[src/rtl/mem_port_arbiter_pkg.sv]
// Shared encodings for the memory-port arbiter and the CPU controller that drives it.
// Provides the state codes, the requester-id codes and a counter-width helper.
// No logic; imported by mem_port_arbiter.
package mem_port_arbiter_pkg;

    // Arbiter state encodings
    localparam logic [0:0] ARB_IDLE   = 1'b0;
    localparam logic [0:0] ARB_ACCESS = 1'b1;

    // Requester ids
    localparam logic [0:0] ARB_FETCH  = 1'b0;
    localparam logic [0:0] ARB_DATA   = 1'b1;

    // Bits needed to hold 0..max_val. A zero-width counter is illegal,
    // so the result is never below 1 (e.g. a strict-priority streak counter).
    function automatic int cnt_width(input int max_val);
        int w;
        w = $clog2(max_val + 1);
        return (w < 1) ? 1 : w;
    endfunction

endpackage

[src/rtl/mem_port_arbiter.sv]
// Purpose : shares one memory port between instruction fetch and LD/ST data requesters.
// Latency : request sampled at edge k, ack pulses the cycle after edge k+MEM_LATENCY.
// Backpressure: requesters hold req until ack; one access per MEM_LATENCY+1 cycles.
//
// Ports:
//   clock, reset           single clock, synchronous active-high reset
//   f_req/f_addr           fetch request (read only) -> f_ack pulse, f_rdata held
//   d_req/d_we/d_addr/d_wdata  data request (load/store) -> d_ack pulse, d_rdata held
//   mem_addr/mem_wdata/mem_write/mem_rdata  shared memory port
//   busy                   an access is in flight
module mem_port_arbiter
    import mem_port_arbiter_pkg::*;
#(
    parameter int ADDR_W       = 8,
    parameter int DATA_W       = 8,
    parameter int MEM_LATENCY  = 1,
    parameter int STARVE_LIMIT = 3
) (
    input  logic              clock,
    input  logic              reset,
    input  logic              f_req,
    input  logic [ADDR_W-1:0] f_addr,
    output logic              f_ack,
    output logic [DATA_W-1:0] f_rdata,
    input  logic              d_req,
    input  logic              d_we,
    input  logic [ADDR_W-1:0] d_addr,
    input  logic [DATA_W-1:0] d_wdata,
    output logic              d_ack,
    output logic [DATA_W-1:0] d_rdata,
    output logic [ADDR_W-1:0] mem_addr,
    output logic [DATA_W-1:0] mem_wdata,
    output logic              mem_write,
    input  logic [DATA_W-1:0] mem_rdata,
    output logic              busy
);

    localparam int CW = cnt_width(MEM_LATENCY);
    localparam int SW = cnt_width(STARVE_LIMIT);

    localparam logic [CW-1:0] LAT_LAST  = CW'(MEM_LATENCY - 1);
    localparam logic [SW-1:0] STARVE_MAX = SW'(STARVE_LIMIT);
    localparam bit            STARVE_EN  = (STARVE_LIMIT != 0);

    logic [0:0]        state_q,   state_d;
    logic [CW-1:0]     cnt_q,     cnt_d;
    logic [SW-1:0]     streak_q,  streak_d;
    logic [0:0]        win_q,     win_d;
    logic [ADDR_W-1:0] addr_q,    addr_d;
    logic [DATA_W-1:0] wdata_q,   wdata_d;
    logic              write_q,   write_d;
    logic              f_ack_q,   f_ack_d;
    logic              d_ack_q,   d_ack_d;
    logic [DATA_W-1:0] f_rdata_q, f_rdata_d;
    logic [DATA_W-1:0] d_rdata_q, d_rdata_d;

    logic fetch_forced;
    logic grant_data;

    // Fetch overrides data only once the streak of data grants made against
    // a waiting fetch has reached the limit.
    always_comb begin
        fetch_forced = f_req && STARVE_EN && (streak_q == STARVE_MAX);
        grant_data   = d_req && !fetch_forced;
    end

    always_comb begin
        state_d   = state_q;
        cnt_d     = cnt_q;
        streak_d  = streak_q;
        win_d     = win_q;
        addr_d    = addr_q;
        wdata_d   = wdata_q;
        write_d   = write_q;
        f_ack_d   = 1'b0;
        d_ack_d   = 1'b0;
        f_rdata_d = f_rdata_q;
        d_rdata_d = d_rdata_q;

        case (state_q)
            ARB_IDLE: begin
                // A fetch that is not waiting has nothing to be starved of.
                if (!f_req) begin
                    streak_d = '0;
                end
                if (f_req || d_req) begin
                    state_d = ARB_ACCESS;
                    cnt_d   = LAT_LAST;
                    if (grant_data) begin
                        win_d   = ARB_DATA;
                        addr_d  = d_addr;
                        wdata_d = d_wdata;
                        write_d = d_we;
                        // Saturating count; with strict priority it sits at 0.
                        if (f_req && (streak_q != STARVE_MAX)) begin
                            streak_d = streak_q + SW'(1);
                        end
                    end else begin
                        win_d    = ARB_FETCH;
                        addr_d   = f_addr;
                        wdata_d  = '0;
                        write_d  = 1'b0;
                        streak_d = '0;
                    end
                end
            end

            ARB_ACCESS: begin
                if (cnt_q != '0) begin
                    cnt_d = cnt_q - CW'(1);
                end else begin
                    state_d = ARB_IDLE;
                    write_d = 1'b0;
                    if (win_q == ARB_DATA) begin
                        d_ack_d = 1'b1;
                        // write_q still marks a store in this final cycle
                        if (!write_q) begin
                            d_rdata_d = mem_rdata;
                        end
                    end else begin
                        f_ack_d   = 1'b1;
                        f_rdata_d = mem_rdata;
                    end
                end
            end

            default: begin
                state_d = ARB_IDLE;
            end
        endcase
    end

    always_ff @(posedge clock) begin
        if (reset) begin
            state_q   <= ARB_IDLE;
            cnt_q     <= '0;
            streak_q  <= '0;
            win_q     <= ARB_FETCH;
            addr_q    <= '0;
            wdata_q   <= '0;
            write_q   <= 1'b0;
            f_ack_q   <= 1'b0;
            d_ack_q   <= 1'b0;
            f_rdata_q <= '0;
            d_rdata_q <= '0;
        end else begin
            state_q   <= state_d;
            cnt_q     <= cnt_d;
            streak_q  <= streak_d;
            win_q     <= win_d;
            addr_q    <= addr_d;
            wdata_q   <= wdata_d;
            write_q   <= write_d;
            f_ack_q   <= f_ack_d;
            d_ack_q   <= d_ack_d;
            f_rdata_q <= f_rdata_d;
            d_rdata_q <= d_rdata_d;
        end
    end

    assign f_ack     = f_ack_q;
    assign d_ack     = d_ack_q;
    assign f_rdata   = f_rdata_q;
    assign d_rdata   = d_rdata_q;
    assign mem_addr  = addr_q;
    assign mem_wdata = wdata_q;
    assign mem_write = write_q;
    assign busy      = (state_q == ARB_ACCESS);

endmodule

[config.mk]
export PLATFORM = sky130hd
export DESIGN_NAME = mem_port_arbiter
export DESIGN_NICKNAME = d
export VERILOG_FILES = /design/src/rtl/mem_port_arbiter_pkg.sv /design/src/rtl/mem_port_arbiter.sv
export SDC_FILE = /design/constraint.sdc
export NUM_CORES = 1
export LEC_CHECK = 0
export CORE_AREA = 2 2 74 58
export CTS_BUF_LIST = sky130_fd_sc_hd__clkbuf_4
export CTS_CLUSTER_SIZE = 24
export DETAILED_ROUTE_END_ITERATION = 16
export DIE_AREA = 0 0 76 60
export HOLD_SLACK_MARGIN = 0.05
export PLACE_DENSITY = 0.77
export SETUP_SLACK_MARGIN = 0.02
export SLEW_MARGIN = 40
export SYNTH_ARGS = -nofsm -noshare
export SYNTH_HDL_FRONTEND = slang
export SYNTH_SLANG_ARGS = --single-unit
[constraint.sdc]
create_clock -name clock -period 3.25 [get_ports clock]
set_input_delay 0.65 -clock clock [delete_from_list [all_inputs] [get_ports clock]]
set_output_delay 0.65 -clock clock [all_outputs]
set_load 0.005 [all_outputs]
# Word-level counts from Yosys, hierarchy flattened

Cells that the tools add are included.

Bits in registers: 40
Bits in latches: 0
RAM bits: 0
Bits in read-only memories: 0
Input bits: 37
Output and inout bits: 36
Logic and storage cells: 50
Memories: 0

$add $sub $neg: 2
Multipliers: 0
Div/mod/pow operators: 0
Order comparisons: 0
Eq/ne operators: 4
Shifts and indexed selects: 0
Mux-type cells: 19
Bitwise logic cells: 4
Reduce and logical (&&, ||, !) cells: 10

Operators by type and width:

| operator              | count |
|---|---|
| $mux W8               | 2 |
| $mux W1               | 10 |
| $mux W2               | 4 |
| $ne A2 B2 Y1 const B  | 3 |
| $pmux W1 S2           | 3 |
| $not A1 Y1            | 4 |
| $reduce_and A2 Y1     | 2 |
| $reduce_and A4 Y1     | 1 |
| $logic_and A1 B1 Y1   | 3 |
| $reduce_and A3 Y1     | 1 |
| $reduce_or A3 Y1      | 1 |
| $add A2 B1 Y2 const B | 1 |
| $eq A2 B2 Y1 const B  | 1 |
| $logic_not A1 Y1      | 1 |
| $logic_or A1 B1 Y1    | 1 |
| $sub A1 B1 Y1 const B | 1 |

# Logic depth before layout (Yosys ltp)

Gate-level depths: netlist of run 1.

Depth after elaboration: 7
Depth in mapped cells: 6

# Least setup slack after synthesis of run 1

Ideal clock, no wire load.

Path kind: input port to flip-flop
Start point: input d_req
End point: register streak_q[1]
Library setup time: 0.061 ns
Arrival: 1.412 ns
Data required time: 3.189 ns
Slack: 1.777 ns
Stages on the path: 4
Cells stage by stage: a21bo_1 -> buf_6 -> nor3_4 -> a32o_1

Word-level cells in the longest chain between the ends: 3
Elaborated cells between the ends (all ways): 4
Those cells by class: mux: 2; reduce/logical: 2

RTL lines:

| item                 | line                    | source |
|---|---|---|
| from (decl)          | mem_port_arbiter.sv:25  | `input logic d_req,` |
| $logic_and A1 B1 Y1  | mem_port_arbiter.sv:64  | `grant_data = d_req && !fetch_forced;` |
| $mux W2              | mem_port_arbiter.sv:89  | `if (grant_data) begin` |
| $mux W2 (*)          | mem_port_arbiter.sv:86  | `if (f_req \|\| d_req) begin` |
| to (signal assigned) | mem_port_arbiter.sv:149 | `streak_q <= streak_d;` |
| to (decl)            | mem_port_arbiter.sv:47  | `logic [SW-1:0] streak_q, streak_d;` |

Every way passes the cells marked *; elsewhere a longest branch is shown, timed or not.
A chain may end at the register's enable or synchronous reset.

# Worst setup path after layout of run 1

Start point: register state_q (netlist: busy)
End point: output busy

RTL lines:

| item                   | line                    | source |
|---|---|---|
| from (decl)            | mem_port_arbiter.sv:45  | `logic [0:0] state_q, state_d;` |
| from (signal assigned) | mem_port_arbiter.sv:147 | `state_q <= state_d;` |
| to (decl)              | mem_port_arbiter.sv:35  | `output logic busy` |

No word-level cell between the ends.

==> results.py, run 1 <==
metrics = {
    "global_routing": {
        "grt_start_max_net_pins": 18,
        "overflow": 0,
        "antenna_found_initial": 0,
        "grt_pass1_vias": 1236,
        "grt_pass1_wl_um": 5730,
        "track_usage_pct": 16.3,
    },
    "final_layout": {
        "multi_input_area_um2": 621,
        "drive_gt1_share_pct": 9.05,
        "area_growth_pct": 52.3,
        "final_cell_area_mm2": 0.00224,
        "fin_nets": 260,
        "diodes": 0,
        "regArea_um2": 781,
        "fill_cells": 339,
    },
    "floorplanning": {
        "io_pins": 73,
        "coreArea_mm2": 0.00388,
        "die_w_um": 76,
        "rows": 20,
        "die_y_um": 60,
        "die_area_mm2": 0.00456,
        "start_util_pct": 38.0,
    },
    "timing": {
        "slew_headroom_pct": 55.4,
        "setup_tns_ns": 0,
        "finalCritPeriodShare_pct": 65.2,
        "clock.fmax_mhz": 472,
        "hold_violations": 0,
        "setup_viol": 0,
        "slew_viol_final": 0,
        "rsz0062_at_grt": "no",
        "finClkSkew_ns": 0.00792,
        "period_minus_slack_ns": 2.12,
        "tightest_slew_ns": 0.667,
    },
    "placement": {
        "hpwlAfterDp_um": 2680,
        "io_buffer_count": 72,
        "routabilityCongestion": 0.718,
        "dpl-instance-area_mm2": 0.00220,
    },
    "critical_path": {
        "end_kind": "output pin",
        "max_stage_delay_ns": 0.58,
        "cp_slowest_cell": "clkdlybuf4s50_1",
        "worstSetupPathType": "register to output pin",
        "critPathLaunchType": "register",
        "cp_data_required_time_ns": 2.60,
        "worstPathMaxFanout": 11,
        "crit_buf_inv": 1,
        "crit_chain": "clkdlybuf4s50_1",
        "crit_arrival_ns": 1.47,
        "worst_path_dominant_cell_family": "buffers and inverters",
    },
    "clock_network": {
        "clockBufferDepth": 2,
        "htree_levels": 2,
        "cts_buffers": 5,
        "cts_root_buf": "clkbuf_4",
        "cts-hold-fix-buffers": 0,
        "ctsResizeCount": 0,
        "clkSlewWorstSetupHoldPaths_ns": 0.10,
        "cts_tree": "done",
        "cts_sinks": 39,
        "post-cts-setup-buffers": 0,
        "clkLatencyLatePin_ns": 0.33,
    },
    "synthesis": {
        "yosysMostFrequentCell": "dfxtp_1",
        "yosysSeqAreaShare_pct": 53.0,
        "synth_top_area_cell": "dfxtp_1",
        "synth_cells": 152,
        "synth_top_area_share_pct": 53.0,
        "synthArstFlopShare_pct": 0,
        "ys_types": 27,
        "synthFlopType": "dfxtp_1",
        "synth_edf_count": 0,
        "syn_nets": 190,
        "synth_common_cells": "dfxtp_1, nand2_1, nor2_1",
        "avgSynthCellArea_um2": 9.69,
        "synth_area_leaders": "dfxtp_1, nand2_1, a22o_2",
        "syn_area_mm2": 0.00147,
        "yosys_warnings": 0,
        "ys_ff_latch": 39,
    },
    "detailed_routing": {
        "wl_per_cell_um": 13.1,
        "drtIter0Drc": 30,
        "drtAntennaViolNets": 0,
        "viasPerCell": 4.73,
        "first_pass_iters": 2,
        "dr_total_vias": 1306,
        "route.detailed.drc": 0,
        "wirelength_um": 3620,
    },
    "power_and_ir_drop": {
        "ir_drop_mv": 0.247,
        "leakagePower_nw": 0.902,
        "power_uw": 924,
        "powerDensity_mw_per_mm2": 412,
    },
    "worst_hold_path": {
        "hp-class": "register to register",
    },
    "outcome": {
        "status": "finished clean",
    },
    "run": {
        "cap_violations": 0,
    },
}
[sequential cells by signal, summed over array words and instances (netlist names)]
signal	count
busy	1
d_ack	1
d_rdata	8
f_ack	1
f_rdata	8
mem_addr	8
mem_wdata	8
mem_write	1
streak_q	2
win_q	1
[cells by family (layout without fill, tap and decap cells)]
family,count (synthesis),after routing,share of synthesized area (%)
buf+inv,10,79,4.84
flops,39,39,53.0
compound gates,31,31,17.2
fa+ha+maj,1,1,0.849
mux,8,8,5.44
simple gates,63,63,18.7
[per-layer routing]
metal  up-vias  track usage (%)  part of all wire, %
met5         -                0                    0
met4         0             6.23                  1.2
met3         4             5.44                  5.6
met2        33             26.1                   46
met1       604             20.8                   47
li1        665                -                    -
[per-stage QoR]
step	cells	setup WS, ns	hold slack (ns)	utilization [%]
2_1_floorplan	152	1.78	0.446	-
3_3_place_gp	270	0.983	0.448	56.7
3_5_place_dp	270	0.950	0.448	56.7
4_1_cts	276	1.11	0.462	57.8
5_1_grt	276	1.04	0.478	57.8
6_report	276	1.13	0.462	57.8
[path summary, 6_finish.rpt]
| kind | startpoint | end | slack (ns) | depth (start not counted) |
|---|---|---|---|---|
| worst max-delay path | busy | busy | 1.13 | 1 |
| worst min register to register | f_rdata[6] | f_rdata[6] | 0.46 | 2 |
| worst max register to register | busy | mem_wdata[4] | 1.62 | 3 |
| worst min-delay path | f_rdata[6] | f_rdata[6] | 0.46 | 2 |
[report_power, final]
part / leakage (nW) / switching [mW] / internal, mW
logic: 0.555 / 0.0654 / 0.109
registers: 0.320 / 0.0174 / 0.506
clock network: 0.0276 / 0.141 / 0.0855
[worst min-delay path, delay by kind of cell, from the launching register on]
family | cells | cell delay, ns
simple gates | 1 | 0.05
compound gates | 1 | 0.05
flops | 1 | 0.32
[cell usage in the layout, fill, tap and decap left out]
master | Yosys | routed
nor2_1 | 19 | 19
mux2i_1 | 8 | 8
and2b_2 | 1 | 1
a22o_2 | 8 | 8
clkbuf_4 | 0 | 6
a21o_2 | 1 | 1
a21boi_2 | 1 | 1
nor2_2 | 1 | 1
nand3_1 | 1 | 1
dfxtp_1 | 39 | 39
nor3_1 | 2 | 2
and2_1 | 1 | 1
a32o_1 | 1 | 1
clkdlybuf4s50_1 | 0 | 72
o21ba_1 | 1 | 1
nand2b_1 | 1 | 1
a21oi_1 | 9 | 9
a22oi_1 | 1 | 1
nor3_4 | 1 | 1
nand3b_1 | 1 | 1
and2b_1 | 1 | 1
buf_4 | 0 | 1
ha_1 | 1 | 1
nor2b_1 | 1 | 1
a21bo_1 | 1 | 1
a311oi_1 | 8 | 8
nand2_1 | 33 | 33
[cell type report]
type,instances,share of cell area (%)
repair buffers,73,32.5
multi-input cells,103,27.7
clock buffers,6,2.01
well taps,55,3.07
flip-flops and latches,39,34.8
Note: power is estimated with default switching activity, not from simulation.
==> run 2, diff against run 1 <==
--- a/config.mk
+++ b/config.mk
@@ -5,13 +5,13 @@
 export SDC_FILE = /design/constraint.sdc
 export NUM_CORES = 1
 export LEC_CHECK = 0
-export CORE_AREA = 2 2 74 58
+export CORE_AREA = 2 2 76 60
 export CTS_BUF_LIST = sky130_fd_sc_hd__clkbuf_4
 export CTS_CLUSTER_SIZE = 24
 export DETAILED_ROUTE_END_ITERATION = 16
-export DIE_AREA = 0 0 76 60
+export DIE_AREA = 0 0 78 62
 export HOLD_SLACK_MARGIN = 0.05
-export PLACE_DENSITY = 0.77
+export PLACE_DENSITY = 0.76
 export SETUP_SLACK_MARGIN = 0.02
 export SLEW_MARGIN = 40
 export SYNTH_ARGS = -nofsm -noshare
==> constraint.sdc (replaced) <==
create_clock -name clock -period 1.8 [get_ports clock]
set_input_delay 0.36 -clock clock [delete_from_list [all_inputs] [get_ports clock]]
set_output_delay 0.36 -clock clock [all_outputs]
set_load 0.005 [all_outputs]
==> run 2 against run 1 <==
  * Sequential power up 80%
  * Combinational power up 94%
  * Routed wire length down 1.9%
  * Critical endpoint is now mem_write
  * Highest routed layer unchanged
==> results.py, run 2 (synthesized netlist as in run 1, its figures left out) <==
metrics = {
    "timing": {
        "hold_violations": 0,
        "rsz0062_at_grt": "no",
        "fin_ws_ns": 0.225,
        "setup_viol": 0,
        "period_minus_slack_ns": 1.58,
        "slew_headroom_pct": 71.7,
        "slew_viol_final": 0,
        "hold_slack_ns": 0.462,
        "finClkSkew_ns": 0.00667,
        "clock.fmax_mhz": 635,
        "tightest_slew_ns": 0.424,
        "finalCritPeriodShare_pct": 87.5,
    },
    "critical_path": {
        "worst_path_dominant_cell_family": "buffers and inverters",
        "max_stage_delay_ns": 0.51,
        "crit_chain": "clkdlybuf4s50_1",
        "rr_startpoint": "streak_q[0]",
        "reg2reg_to": "streak_q[1]",
        "cp_slowest_cell": "clkdlybuf4s50_1",
        "worstPathMaxFanout": 3,
        "r2r_setup_slack_ns": 0.38,
        "crit_buf_inv": 1,
        "end_kind": "output pin",
        "critPathLaunchType": "register",
        "worstSetupPathType": "register to output pin",
        "cp_data_required_time_ns": 1.44,
        "worst-r2r-cell-count": 4,
        "crit_arrival_ns": 1.22,
    },
    "floorplanning": {
        "rows": 21,
        "start_util_pct": 35.0,
        "die_area_mm2": 0.00484,
        "coreArea_mm2": 0.00420,
        "die_w_um": 78,
        "die_y_um": 62,
        "io_pins": 73,
    },
    "detailed_routing": {
        "route.detailed.drc": 0,
        "wl_per_cell_um": 12.4,
        "drtIter0Drc": 44,
        "viasPerCell": 4.56,
        "drtAntennaViolNets": 0,
        "wirelength_um": 3550,
        "first_pass_iters": 4,
        "dr_total_vias": 1309,
    },
    "worst_hold_path": {
        "hp-class": "register to register",
        "hold_end": "f_rdata[0]",
        "hold_depth": 2,
        "hp-start": "f_rdata[0]",
    },
    "placement": {
        "dpl-instance-area_mm2": 0.00227,
        "placed_cells": 279,
        "dp_worst_setup_slack_ns": -0.00128,
        "io_buffer_count": 72,
        "routabilityCongestion": 0.832,
        "hpwlAfterDp_um": 2570,
    },
    "final_layout": {
        "regArea_um2": 781,
        "final_util_pct": 55.1,
        "area_growth_pct": 57.4,
        "final_cell_mix": "clkdlybuf4s50_1, dfxtp_1, nand2_1",
        "drive_gt1_share_pct": 12.6,
        "final_cell_area_mm2": 0.00232,
        "fill_cells": 385,
        "multi_input_area_um2": 621,
        "diodes": 0,
        "fin_nets": 267,
        "instances_no_fill": 287,
        "layout_commonest_cell": "clkdlybuf4s50_1",
    },
    "global_routing": {
        "grt_start_max_net_pins": 18,
        "grt_pass1_vias": 1217,
        "antenna_found_initial": 0,
        "grt_pass1_wl_um": 5690,
        "track_usage_pct": 15.3,
        "overflow": 0,
    },
    "outcome": {
        "status": "finished clean",
    },
    "clock_network": {
        "ctsResizeCount": 0,
        "cts_sinks": 39,
        "clockBufferDepth": 2,
        "post-cts-setup-buffers": 0,
        "cts_tree": "done",
        "clkSlewWorstSetupHoldPaths_ns": 0.11,
        "clkLatencyLatePin_ns": 0.34,
        "cts_buffers": 5,
        "htree_levels": 2,
        "cts_root_buf": "clkbuf_4",
        "cts-hold-fix-buffers": 0,
    },
    "run": {
        "cap_violations": 0,
    },
    "power_and_ir_drop": {
        "ir_drop_mv": 0.407,
        "leakagePower_nw": 0.947,
        "powerDensity_mw_per_mm2": 740,
    },
}
[run 2: how the worst max path moves through the flow]
stage / slack (ns) / depth (start not counted) / endpoint / from
detailed placement: -0.001 / 4 / streak_q[1] / d_req
global placement: 0.05 / 4 / streak_q[1] / d_req
finish: 0.22 / 1 / mem_write / mem_write
floorplan: 0.47 / 5 / streak_q[1] / streak_q[0]
global route: 0.14 / 1 / mem_write / mem_write
CTS: 0.19 / 1 / mem_write / mem_write
[run 2: layout make-up]
type                            instances  area share, %
Clock buffer                            5           1.62
Clock inverter                          3          0.648
Multi-Input combinational cell        103           26.8
Sequential cell                        39           33.7
Tap cell                               57           3.08
Timing Repair Buffer                   80           34.2
[run 2: layer usage]
metal / GRT usage [%] / wire (um)
met4: 6.77 / 57
met2: 23.8 / 1590
met5: 0 / 0
met1: 20.0 / 1700
met3: 5.06 / 205
[run 2: stage by stage]
| stage | TNS, ns | power [mW] |
|---|---|---|
| 2_1_floorplan | 0 | 1.09 |
| 3_3_place_gp | 0 | 1.29 |
| 3_5_place_dp | -0.00128 | 1.30 |
| 4_1_cts | 0 | 1.74 |
| 5_1_grt | 0 | 1.81 |
| 6_report | 0 | 1.72 |
[run 2: power breakdown]
group | switching (mW) | total, mW | internal, mW
sequential | 0.0262 | 0.940 | 0.913
combinational | 0.124 | 0.338 | 0.214
clock | 0.293 | 0.438 | 0.146
==> run 3, diff against run 2 <==
--- a/config.mk
+++ b/config.mk
@@ -10,10 +10,11 @@
 export CTS_CLUSTER_SIZE = 24
 export DETAILED_ROUTE_END_ITERATION = 16
 export DIE_AREA = 0 0 78 62
+export GPL_ROUTABILITY_DRIVEN = 0
 export HOLD_SLACK_MARGIN = 0.05
 export PLACE_DENSITY = 0.76
 export SETUP_SLACK_MARGIN = 0.02
-export SLEW_MARGIN = 40
+export SKIP_LAST_GASP = 1
 export SYNTH_ARGS = -nofsm -noshare
 export SYNTH_HDL_FRONTEND = slang
 export SYNTH_SLANG_ARGS = --single-unit
==> results of run 3 <==
The final DEF is identical to that of run 2; final timing and power are the same.
